**config.mk**
```make
export PLATFORM = sky130hd
export DESIGN_NAME = adlv_resolve_19
export DESIGN_NICKNAME = d
export VERILOG_FILES = /design/src/rtl/adlv_pkg.sv /design/src/rtl/adlv_chunk_add.sv /design/src/rtl/adlv_resolve_19.sv
export SDC_FILE = /design/constraint.sdc
export NUM_CORES = 1
export LEC_CHECK = 0
export BUFFER_PORTS_ARGS = -buffer_cell sky130_fd_sc_hd__buf_4
export CORE_ASPECT_RATIO = 1.25
export CORE_UTILIZATION = 30
export DETAILED_ROUTE_END_ITERATION = 10
export HOLD_SLACK_MARGIN = 0.1
export PLACE_DENSITY = 0.58
export SYNTH_ARGS = -nofsm -noshare
export SYNTH_HDL_FRONTEND = slang
export SYNTH_HIERARCHICAL = 1
export SYNTH_SLANG_ARGS = --single-unit
```
**constraint.sdc**
```tcl
create_clock -name clk -period 3.1 [get_ports clk]
set_input_delay 0.62 -clock clk [delete_from_list [all_inputs] [get_ports clk]]
set_output_delay 0.62 -clock clk [all_outputs]
set_load 0.05 [all_outputs]
```
**src/rtl/adlv_pkg.sv**
```systemverilog
// Shared definitions for the adlv redundant-adder resolve stages:
// operand geometry, chunk count, FSM state type and the chunk lane mask.
package adlv_pkg;

   localparam int W      = 19;
   localparam int CHUNK  = 5;
   localparam int NCH    = (W + CHUNK - 1) / CHUNK;
   localparam int IDX_W  = $clog2(NCH);
   localparam int PADW   = NCH * CHUNK;
   localparam int LAST_W = W - (NCH - 1) * CHUNK;

   typedef enum logic [1:0] {
      IDLE = 2'd0,
      ADD  = 2'd1,
      DONE = 2'd2
   } state_t;

   // Lanes of a chunk that carry real operand bits; the last chunk is
   // narrower than CHUNK, so its upper lanes are forced to zero.
   function automatic logic [CHUNK-1:0] chunk_mask(input logic [IDX_W-1:0] idx);
      logic [CHUNK-1:0] m;
      if (idx == IDX_W'(NCH - 1)) begin
         m = CHUNK'((1 << LAST_W) - 1);
      end else begin
         m = {CHUNK{1'b1}};
      end
      return m;
   endfunction

endpackage

```
**src/rtl/adlv_chunk_add.sv**
```systemverilog
// Combinational CW-bit adder slice with carry in/out, used once per cycle
// by the resolve stage to add one chunk of the redundant pair.
module adlv_chunk_add #(
   parameter int CW = 5
) (
   input  logic [CW-1:0] a,
   input  logic [CW-1:0] b,
   input  logic          cin,
   output logic [CW-1:0] sum,
   output logic          cout
);

   logic [CW:0] total_s;

   assign total_s = {1'b0, a} + {1'b0, b} + {{CW{1'b0}}, cin};
   assign sum     = total_s[CW-1:0];
   assign cout    = total_s[CW];

endmodule

```
**src/rtl/adlv_resolve_19.sv**
```systemverilog
// Resolves one redundant (S, E) pair into the binary sum S + E, one chunk
// per cycle starting at the LSB chunk, with valid/ready on both sides.
module adlv_resolve_19
   import adlv_pkg::*;
(
   input  logic         clk,
   input  logic         rst_n,
   input  logic         in_valid,
   output logic         in_ready,
   input  logic [W-1:0] in_s,
   input  logic [W-1:0] in_e,
   output logic         out_valid,
   input  logic         out_ready,
   output logic [W:0]   out_res
);

   state_t             state_r;
   state_t             state_s;
   logic               in_ready_s;
   logic               accept_s;

   logic [W-1:0]       s_r;
   logic [W-1:0]       e_r;
   logic               carry_r;
   logic [IDX_W-1:0]   idx_r;
   logic [PADW-1:0]    res_r;
   logic               out_valid_r;

   logic [PADW-1:0]    s_pad_s;
   logic [PADW-1:0]    e_pad_s;
   logic [4:0]         base_s;
   logic [CHUNK-1:0]   mask_s;
   logic [CHUNK-1:0]   a_s;
   logic [CHUNK-1:0]   b_s;
   logic [CHUNK-1:0]   sum_s;
   logic               cout_s;

   // Select the active chunk of the latched operands; the masked top lane of
   // the last chunk receives the final carry, which lands on result bit W.
   assign s_pad_s = {{(PADW - W){1'b0}}, s_r};
   assign e_pad_s = {{(PADW - W){1'b0}}, e_r};
   assign base_s  = {3'b000, idx_r} * 5'(CHUNK);
   assign mask_s  = chunk_mask(idx_r);
   assign a_s     = s_pad_s[base_s +: CHUNK] & mask_s;
   assign b_s     = e_pad_s[base_s +: CHUNK] & mask_s;

   adlv_chunk_add #(
      .CW (CHUNK)
   ) u_chunk_add (
      .a    (a_s),
      .b    (b_s),
      .cin  (carry_r),
      .sum  (sum_s),
      .cout (cout_s)
   );

   // Next-state and input-side handshake decode.
   always_comb begin
      state_s    = state_r;
      in_ready_s = 1'b0;
      case (state_r)
         IDLE: begin
            in_ready_s = 1'b1;
            if (in_valid) begin
               state_s = ADD;
            end else begin
               state_s = IDLE;
            end
         end
         ADD: begin
            if (idx_r == IDX_W'(NCH - 1)) begin
               state_s = DONE;
            end else begin
               state_s = ADD;
            end
         end
         DONE: begin
            // Result consumption and new acceptance share the same edge.
            in_ready_s = out_ready;
            if (out_ready && in_valid) begin
               state_s = ADD;
            end else if (out_ready) begin
               state_s = IDLE;
            end else begin
               state_s = DONE;
            end
         end
         default: begin
            state_s = IDLE;
         end
      endcase
      accept_s = in_valid & in_ready_s;
   end

   // FSM state register.
   always_ff @(posedge clk or negedge rst_n) begin
      if (!rst_n) begin
         state_r <= IDLE;
      end else begin
         state_r <= state_s;
      end
   end

   // Operand capture, chunk-by-chunk result build-up and output valid.
   always_ff @(posedge clk or negedge rst_n) begin
      if (!rst_n) begin
         s_r         <= {W{1'b0}};
         e_r         <= {W{1'b0}};
         carry_r     <= 1'b0;
         idx_r       <= {IDX_W{1'b0}};
         res_r       <= {PADW{1'b0}};
         out_valid_r <= 1'b0;
      end else begin
         if (accept_s) begin
            s_r     <= in_s;
            e_r     <= in_e;
            carry_r <= 1'b0;
            idx_r   <= {IDX_W{1'b0}};
         end else if (state_r == ADD) begin
            res_r[base_s +: CHUNK] <= sum_s;
            carry_r                <= cout_s;
            idx_r                  <= idx_r + IDX_W'(1);
         end
         out_valid_r <= (state_s == DONE);
      end
   end

   assign in_ready  = in_ready_s;
   assign out_valid = out_valid_r;
   assign out_res   = res_r[W:0];

endmodule

```
==> results of run 1 <==
## critical path, delay by kind of cell, from the launching register on
kind | cells | cell delay (ns)
fa+ha+maj | 1 | 0.47
xor+xnor | 1 | 0.22
compound gates | 3 | 0.49
simple gates | 1 | 0.12
flops | 1 | 0.49
buf+inv | 1 | 0.29
mux | 1 | 0.57
## sequential cells by signal (all words and copies together), names as in the netlist
name and count:
out_res 20, e_r 19, s_r 19, idx_r 2, state_r 2, carry_r 1, out_valid 1
## power by group
part / switching (µW) / total, µW / leakage, µW / internal, µW
Clock: 333 / 1010 / 0.000154 / 679
Sequential: 241 / 1460 / 0.000797 / 1220
Combinational: 1620 / 2770 / 0.000820 / 1150
Total: 2190 / 5240 / 0.00177 / 3050
## cell usage in the layout (no fill, tap or decap), drive strengths merged, types with 2 or more instances in the layout
cell,n
a21oi,4
xnor2,2
nor3b,2
clkinv,2
ha,10
dfrtp,64
o21ai,13
inv,8
fa,2
o2bb2ai,10
a22o,2
nand3b,2
mux2,40
clkbuf,12
buf,67
nand2,26
or2,2
mux4,8
nand3,17
nor2,6
nor2b,3
## layout make-up
cell class	instances	area share, %
repair buffers	67	12.74
multi-input cells	156	34.19
flip-flops and latches	64	40.56
clock inverters	3	1.014
clock buffers	12	6.749
inverters	8	0.7605
well taps	126	3.992
## through the flow
step | hold slack [ns] | cell area [µm²]
6_report | 0.3862 | 3949
5_1_grt | 0.4649 | 3949
4_1_cts | 0.4087 | 3949
3_5_place_dp | 0.4692 | 3642
3_3_place_gp | 0.4632 | 3642
2_1_floorplan | 0.3244 | 3063
## routing by layer
layer  wire length, µm  track usage, %
met3               286           3.704
met2              3237           22.12
met1              2796           15.86
met5                 0               0
met4               157           7.708
## kinds of logic after synthesis
| kind of cell | Yosys count | synth area share, % |
|---|---|---|
| compound gates | 33 | 7.476 |
| xor+xnor | 3 | 0.8580 |
| simple gates | 60 | 9.763 |
| fa+ha+maj | 12 | 5.392 |
| mux | 48 | 20.59 |
| flops | 64 | 52.29 |
| buf+inv | 19 | 3.635 |
## worst max path at each step
stage	from	endpoint	slack [ns]	cells past startpoint
finish	idx_r[0]$_DFFE_PN0P_	out_res[4]$_DFFE_PN0P_	0.37	8
global route	idx_r[0]$_DFFE_PN0P_	out_res[8]$_DFFE_PN0P_	0.13	8
CTS	idx_r[0]$_DFFE_PN0P_	out_res[13]$_DFFE_PN0P_	0.32	8
detailed placement	idx_r[0]$_DFFE_PN0P_	out_res[9]$_DFFE_PN0P_	0.36	8
global placement	idx_r[0]$_DFFE_PN0P_	out_res[9]$_DFFE_PN0P_	0.42	8
floorplan	idx_r[0]$_DFFE_PN0P_	out_res[9]$_DFFE_PN0P_	0.50	11
==> impl_results.md, run 1 <==
* Vias in the first global route at 2157
* Worst Clk Skew at 0.005200 ns
* Mapped Nets at 293
* Outcome: finished clean
* Fin crit share at 88.15%
* Clk Latency, worst-skew pair at 0.33 ns
* Antenna Nets Post-Route at 0
* Synth area leader: dfrtp_1
* Sequential fraction of the synthesis area at 52.29%
* Vias/cell at 4.690
* Worst-margin pin slew at 0.7826 ns
* Synthesized instance count at 239
* Post_cts resized at 0
* Rows at 40
* Non-filler instance count after layout at 436
* Post-layout minimum cycle time at 2.733 ns
* Multi-input logic area at 1350 µm²
* CP Cell Sequence: buf_4 -> mux4_2 -> fa_1 -> a21o_1 -> a21oi_2 -> xnor2_1 -> nand3_1 -> o2bb2ai_1
* Largest net degree at the start of global routing at 65
* Fmax at 365.9 MHz
* All-Layer GR Usage at 13.47%
* Root buf cell: clkbuf_16
* #FFs+latches synth at 64
* Warnings, synthesis at 6
* RSZ-0062 raised after global routing: false
* Total negative slack at 0 ns
* H-Tree Depth at 3
* Reg2reg end: out_res[4]$_DFFE_PN0P_
* Total I/O pin count at 64
* Die height at 115.0 µm
* Total Wirelength at 6477 µm
* Pre-antenna DRT Iters at 4
* Worst reg-to-reg setup slack at 0.37 ns
* Crit path max-delay cell type: mux4_2
* CTS Buf Count at 9
* CTS tree: built
* Nets at 360
* Routability-driven placement congestion ratio at 0.6968
* Total power at 5241 µW
* FFs w/ async S/R, synth at 100.0%
* Worst R2R Path Depth at 8
* ANT cells at 0
* Clock slew at reported path FFs at 0.05 ns
* DR DRC count at 0
* Sequential Area at 1602 µm²
* Hold Path Class: in -> async
* Most frequent cell after synthesis: dfrtp_1
* Max Buffers Root-to-Sink at 2
* Routed WL per cell at 14.86 µm
* Overflow after GRT at 0
* Ratio of cells with drive above 1 in the final layout at 42.26%
* Hold Vio Cnt, Final at 0
* Synthesized cell area at 3063 µm²
* Arr. time, crit path at 2.98 ns
* Synth top area share at 52.29%
* CP Class: reg -> reg
* Top FF cell, synth: dfrtp_1
* Crit. End Element: flop
* CORE AREA at 9759 µm²
* Port Buffers at 63
* CP Max Fanout at 15
* Post-synth EDFFs at 0
* Setup Viol. Count Final at 0
* Setup WS post-layout at 0.3673 ns
* Critical Path Source Type: flop
* Most instantiated cells after synthesis: 64 x dfrtp_1, 37 x mux2_2, 26 x nand2_1
* Slowest Stage Delay on Critical Path at 0.57 ns
* Initial antenna violation count at 0
* Filler cells at 915
* MaxCap Viol Count at 0
* Slew margin rel. at 47.83%
* DR iter-0 viols at 95
* Area added between synthesis and finish at 28.92%
* Area contributors post-synth: dfrtp_1 52%, mux2_2 14%, mux4_2 5.9%
* Final HPWL DP at 4712 µm
* Die ar. at 10620 µm²
* Width of the die at 92.38 µm
* Peak VDD IR at 0.0004843 V
* Slew Limit Fails at 0
* Reg2reg start: idx_r[0]$_DFFE_PN0P_
* Placed cells at 421
* Place WS at 0.3621 ns
* Synth unique cells at 34
* Synth Area per Inst at 12.82 µm²
* Initial core utilization at 31.38%
* Final core area utilization at 40.46%
* Leakage at 0.001772 µW
* Vias at 2045
* Number of setup buffers added after CTS at 0
* Crit path required time at 3.34 ns
* Clk sink count at 64
* Power Dens Cells at 1327 nW/µm²
* Hold Buf Count CTS at 0
* First-pass GRT wire length at 10780 µm
Power figures use the tool's default switching activity.
==> inputs of run 2 (changes only) <==
- PLACE_DENSITY: 0.58 -> 0.55
==> impl_results.md, run 2 (same netlist as run 1, synthesis figures left out) <==
* Vias at 2030 (was 2045)
* Clock slew at reported path FFs at 0.05 ns (about the same)
* Slew margin rel. at 46.21% (was 47.83%)
* Clock network power share at 19.0% (was 19.3%)
* Kind of cell adding the most delay to the critical path: multiplexers (unchanged)
* H-Tree Depth at 3 (unchanged)
* Ratio of cells with drive above 1 in the final layout at 42.44% (was 42.26%)
* Clk Latency, worst-skew pair at 0.33 ns (about the same)
* Crit path max-delay cell type: mux4_2 (unchanged)
* Final HPWL DP at 4777 µm (was 4712 µm)
* Leakage at 0.001759 µW (was 0.001772 µW)
* Cell Area, Placed at 3642 µm² (unchanged)
* CORE AREA at 9759 µm² (unchanged)
* P_int at 2990 µW (was 3048 µW)
* Slew Limit Fails at 0 (unchanged)
* Reg2reg start: idx_r[0]$_DFFE_PN0P_ (unchanged)
* Fmax at 365.5 MHz (was 365.9 MHz)
* Area added between synthesis and finish at 28.64% (was 28.92%)
* Max reg flops at 20 (unchanged)
* First-pass GRT wire length at 10930 µm (was 10780 µm)
* Worst-margin pin slew at 0.8068 ns (was 0.7826 ns)
* Die ar. at 10620 µm² (unchanged)
* Routed WL per cell at 15.11 µm (was 14.86 µm)
* Setup Viol. Count Final at 0 (unchanged)
* Initial core utilization at 31.38% (unchanged)
* Reg2reg end: out_res[9]$_DFFE_PN0P_ (was out_res[4]$_DFFE_PN0P_)
* Total power at 5220 µW (was 5241 µW)
* Worst reg-to-reg setup slack at 0.36 ns (was 0.37 ns)
* Hold Path Class: in -> async (unchanged)
* Buf+Inv Stages, Crit Path at 1 (unchanged)
* CTS tree: built (unchanged)
* Slowest Stage Delay on Critical Path at 0.57 ns (about the same)
* Total I/O pin count at 64 (unchanged)
* Non-filler instance count after layout at 437 (was 436)
* Crit. End Element: flop (unchanged)
* Die height at 115.0 µm (unchanged)
* RSZ-0062 raised after global routing: false (unchanged)
* Switching Fraction at 42.72% (was 41.85%)
* CP Class: reg -> reg (unchanged)
* Vias in the first global route at 2122 (was 2157)
* Overflow after GRT at 0 (unchanged)
* DR iter-0 viols at 83 (was 95)
* Comb pwr share at 52.9% (about the same)
* Power Dens Cells at 1325 nW/µm² (was 1327 nW/µm²)
* Worst Clk Skew at 0.007023 ns (was 0.005200 ns)
* MaxCap Viol Count at 0 (unchanged)
* Antenna Nets Post-Route at 0 (unchanged)
* Commonest non-fill, non-tap cell in the layout: buf_4 (unchanged)
* ANT cells at 0 (unchanged)
* Design Area, Final at 3940 µm² (was 3949 µm²)
* Outcome: finished clean (unchanged)
* NetSw at 2230 µW (was 2194 µW)
* Sequential share of power at 28.1% (was 27.8%)
* Pre-antenna DRT Iters at 4 (unchanged)
* Vias/cell at 4.645 (was 4.690)
* Hold Vio Cnt, Final at 0 (unchanged)
* Fin crit share at 88.27% (was 88.15%)
* Total Wirelength at 6603 µm (was 6477 µm)
* Root buf cell: clkbuf_16 (unchanged)
* Worst Hold Slack at 0.3786 ns (was 0.3862 ns)
* Width of the die at 92.38 µm (unchanged)
* CP Cell Sequence: buf_4 -> mux4_2 -> fa_1 -> a21o_1 -> a21oi_2 -> xnor2_1 -> nand3_1 -> o21ai_0 (was buf_4 -> mux4_2 -> fa_1 -> a21o_1 -> a21oi_2 -> xnor2_1 -> nand3_1 -> o2bb2ai_1)
* Clk sink count at 64 (unchanged)
* Initial antenna violation count at 0 (unchanged)
* Number of setup buffers added after CTS at 0 (unchanged)
* Post-layout minimum cycle time at 2.736 ns (was 2.733 ns)
* Commonest cells after routing, fill and taps aside: 67 x buf_4, 64 x dfrtp_1, 37 x mux2_2 (unchanged)
* CP Max Fanout at 15 (unchanged)
* All-Layer GR Usage at 13.74% (was 13.47%)
* Nets at 360 (unchanged)
* Peak VDD IR at 0.0005677 V (was 0.0004843 V)
* Rows at 40 (unchanged)
* Worst R2R Path Depth at 8 (unchanged)
* Hold Buf Count CTS at 0 (unchanged)
* Critical Path Source Type: flop (unchanged)
* CTS Buf Count at 9 (unchanged)
* Routability-driven placement congestion ratio at 0.7007 (was 0.6968)
* DR DRC count at 0 (unchanged)
* Total negative slack at 0 ns (unchanged)
* Max Buffers Root-to-Sink at 2 (unchanged)
* Port Buffers at 63 (unchanged)
* Arr. time, crit path at 2.97 ns (was 2.98 ns)
* Placed cells at 421 (unchanged)
* Largest net degree at the start of global routing at 65 (unchanged)
* Crit path required time at 3.33 ns (was 3.34 ns)
* Post_cts resized at 0 (unchanged)
-- run 2: cell type report --
type                       count  area (µm²)
clock buffer                   9       225.2
fill                         959        5819
timing repair buffer          67       503.0
sequential                    64        1602
inverter                       8       30.03
tap                          126       157.7
multi-input combinational    156        1350
clock inverter                 7       72.57
-- run 2: worst reg2reg max path, delay by kind of cell, from the launching register on --
kind / cells / cell delay [ns]
buffers and inverters: 1 / 0.28
adders and majority gates: 1 / 0.47
DFF: 1 / 0.48
and+or+nand+nor: 1 / 0.11
AOI/OAI and AO/OA: 3 / 0.51
xor gates and xnor gates: 1 / 0.22
muxes: 1 / 0.57
-- run 2: power groups by stage --
stage               Combinational (µW)  Clock [µW]  Sequential, µW
floorplan                         1830           0            1680
global placement                  2760           0            1470
detailed placement                2800           0            1490
CTS                               2810        1020            1470
global route                      3010        1060            1520
finish                            2760         993            1470
-- run 2: how the worst max path moves through the flow --
| stage | end | start | depth (start not counted) | slack (ns) |
|---|---|---|---|---|
| after global placement | out_res[9]$_DFFE_PN0P_ | idx_r[0]$_DFFE_PN0P_ | 8 | 0.40 |
| after floorplan | out_res[9]$_DFFE_PN0P_ | idx_r[0]$_DFFE_PN0P_ | 11 | 0.50 |
| after detailed placement | out_res[9]$_DFFE_PN0P_ | idx_r[0]$_DFFE_PN0P_ | 8 | 0.34 |
| after global routing | out_res[9]$_DFFE_PN0P_ | idx_r[0]$_DFFE_PN0P_ | 8 | 0.19 |
| final | out_res[9]$_DFFE_PN0P_ | idx_r[0]$_DFFE_PN0P_ | 8 | 0.36 |
| after CTS | out_res[9]$_DFFE_PN0P_ | idx_r[0]$_DFFE_PN0P_ | 8 | 0.33 |
-- run 2: through the flow --
step	setup WS (ns)	utilization (%)
after floorplan	0.5045	-
after global placement	0.3985	37.32
after detailed placement	0.3376	37.32
after CTS	0.3281	40.37
after global routing	0.1865	40.37
final	0.3638	40.37
-- run 2: layer usage --
layer | share of wire, % | up-vias | track usage (%)
li1 | - | 990 | -
met1 | 44 | 994 | 16.88
met2 | 50 | 42 | 22.42
met3 | 4.7 | 4 | 4.497
met4 | 0.98 | 0 | 5.313
met5 | 0 | - | 0
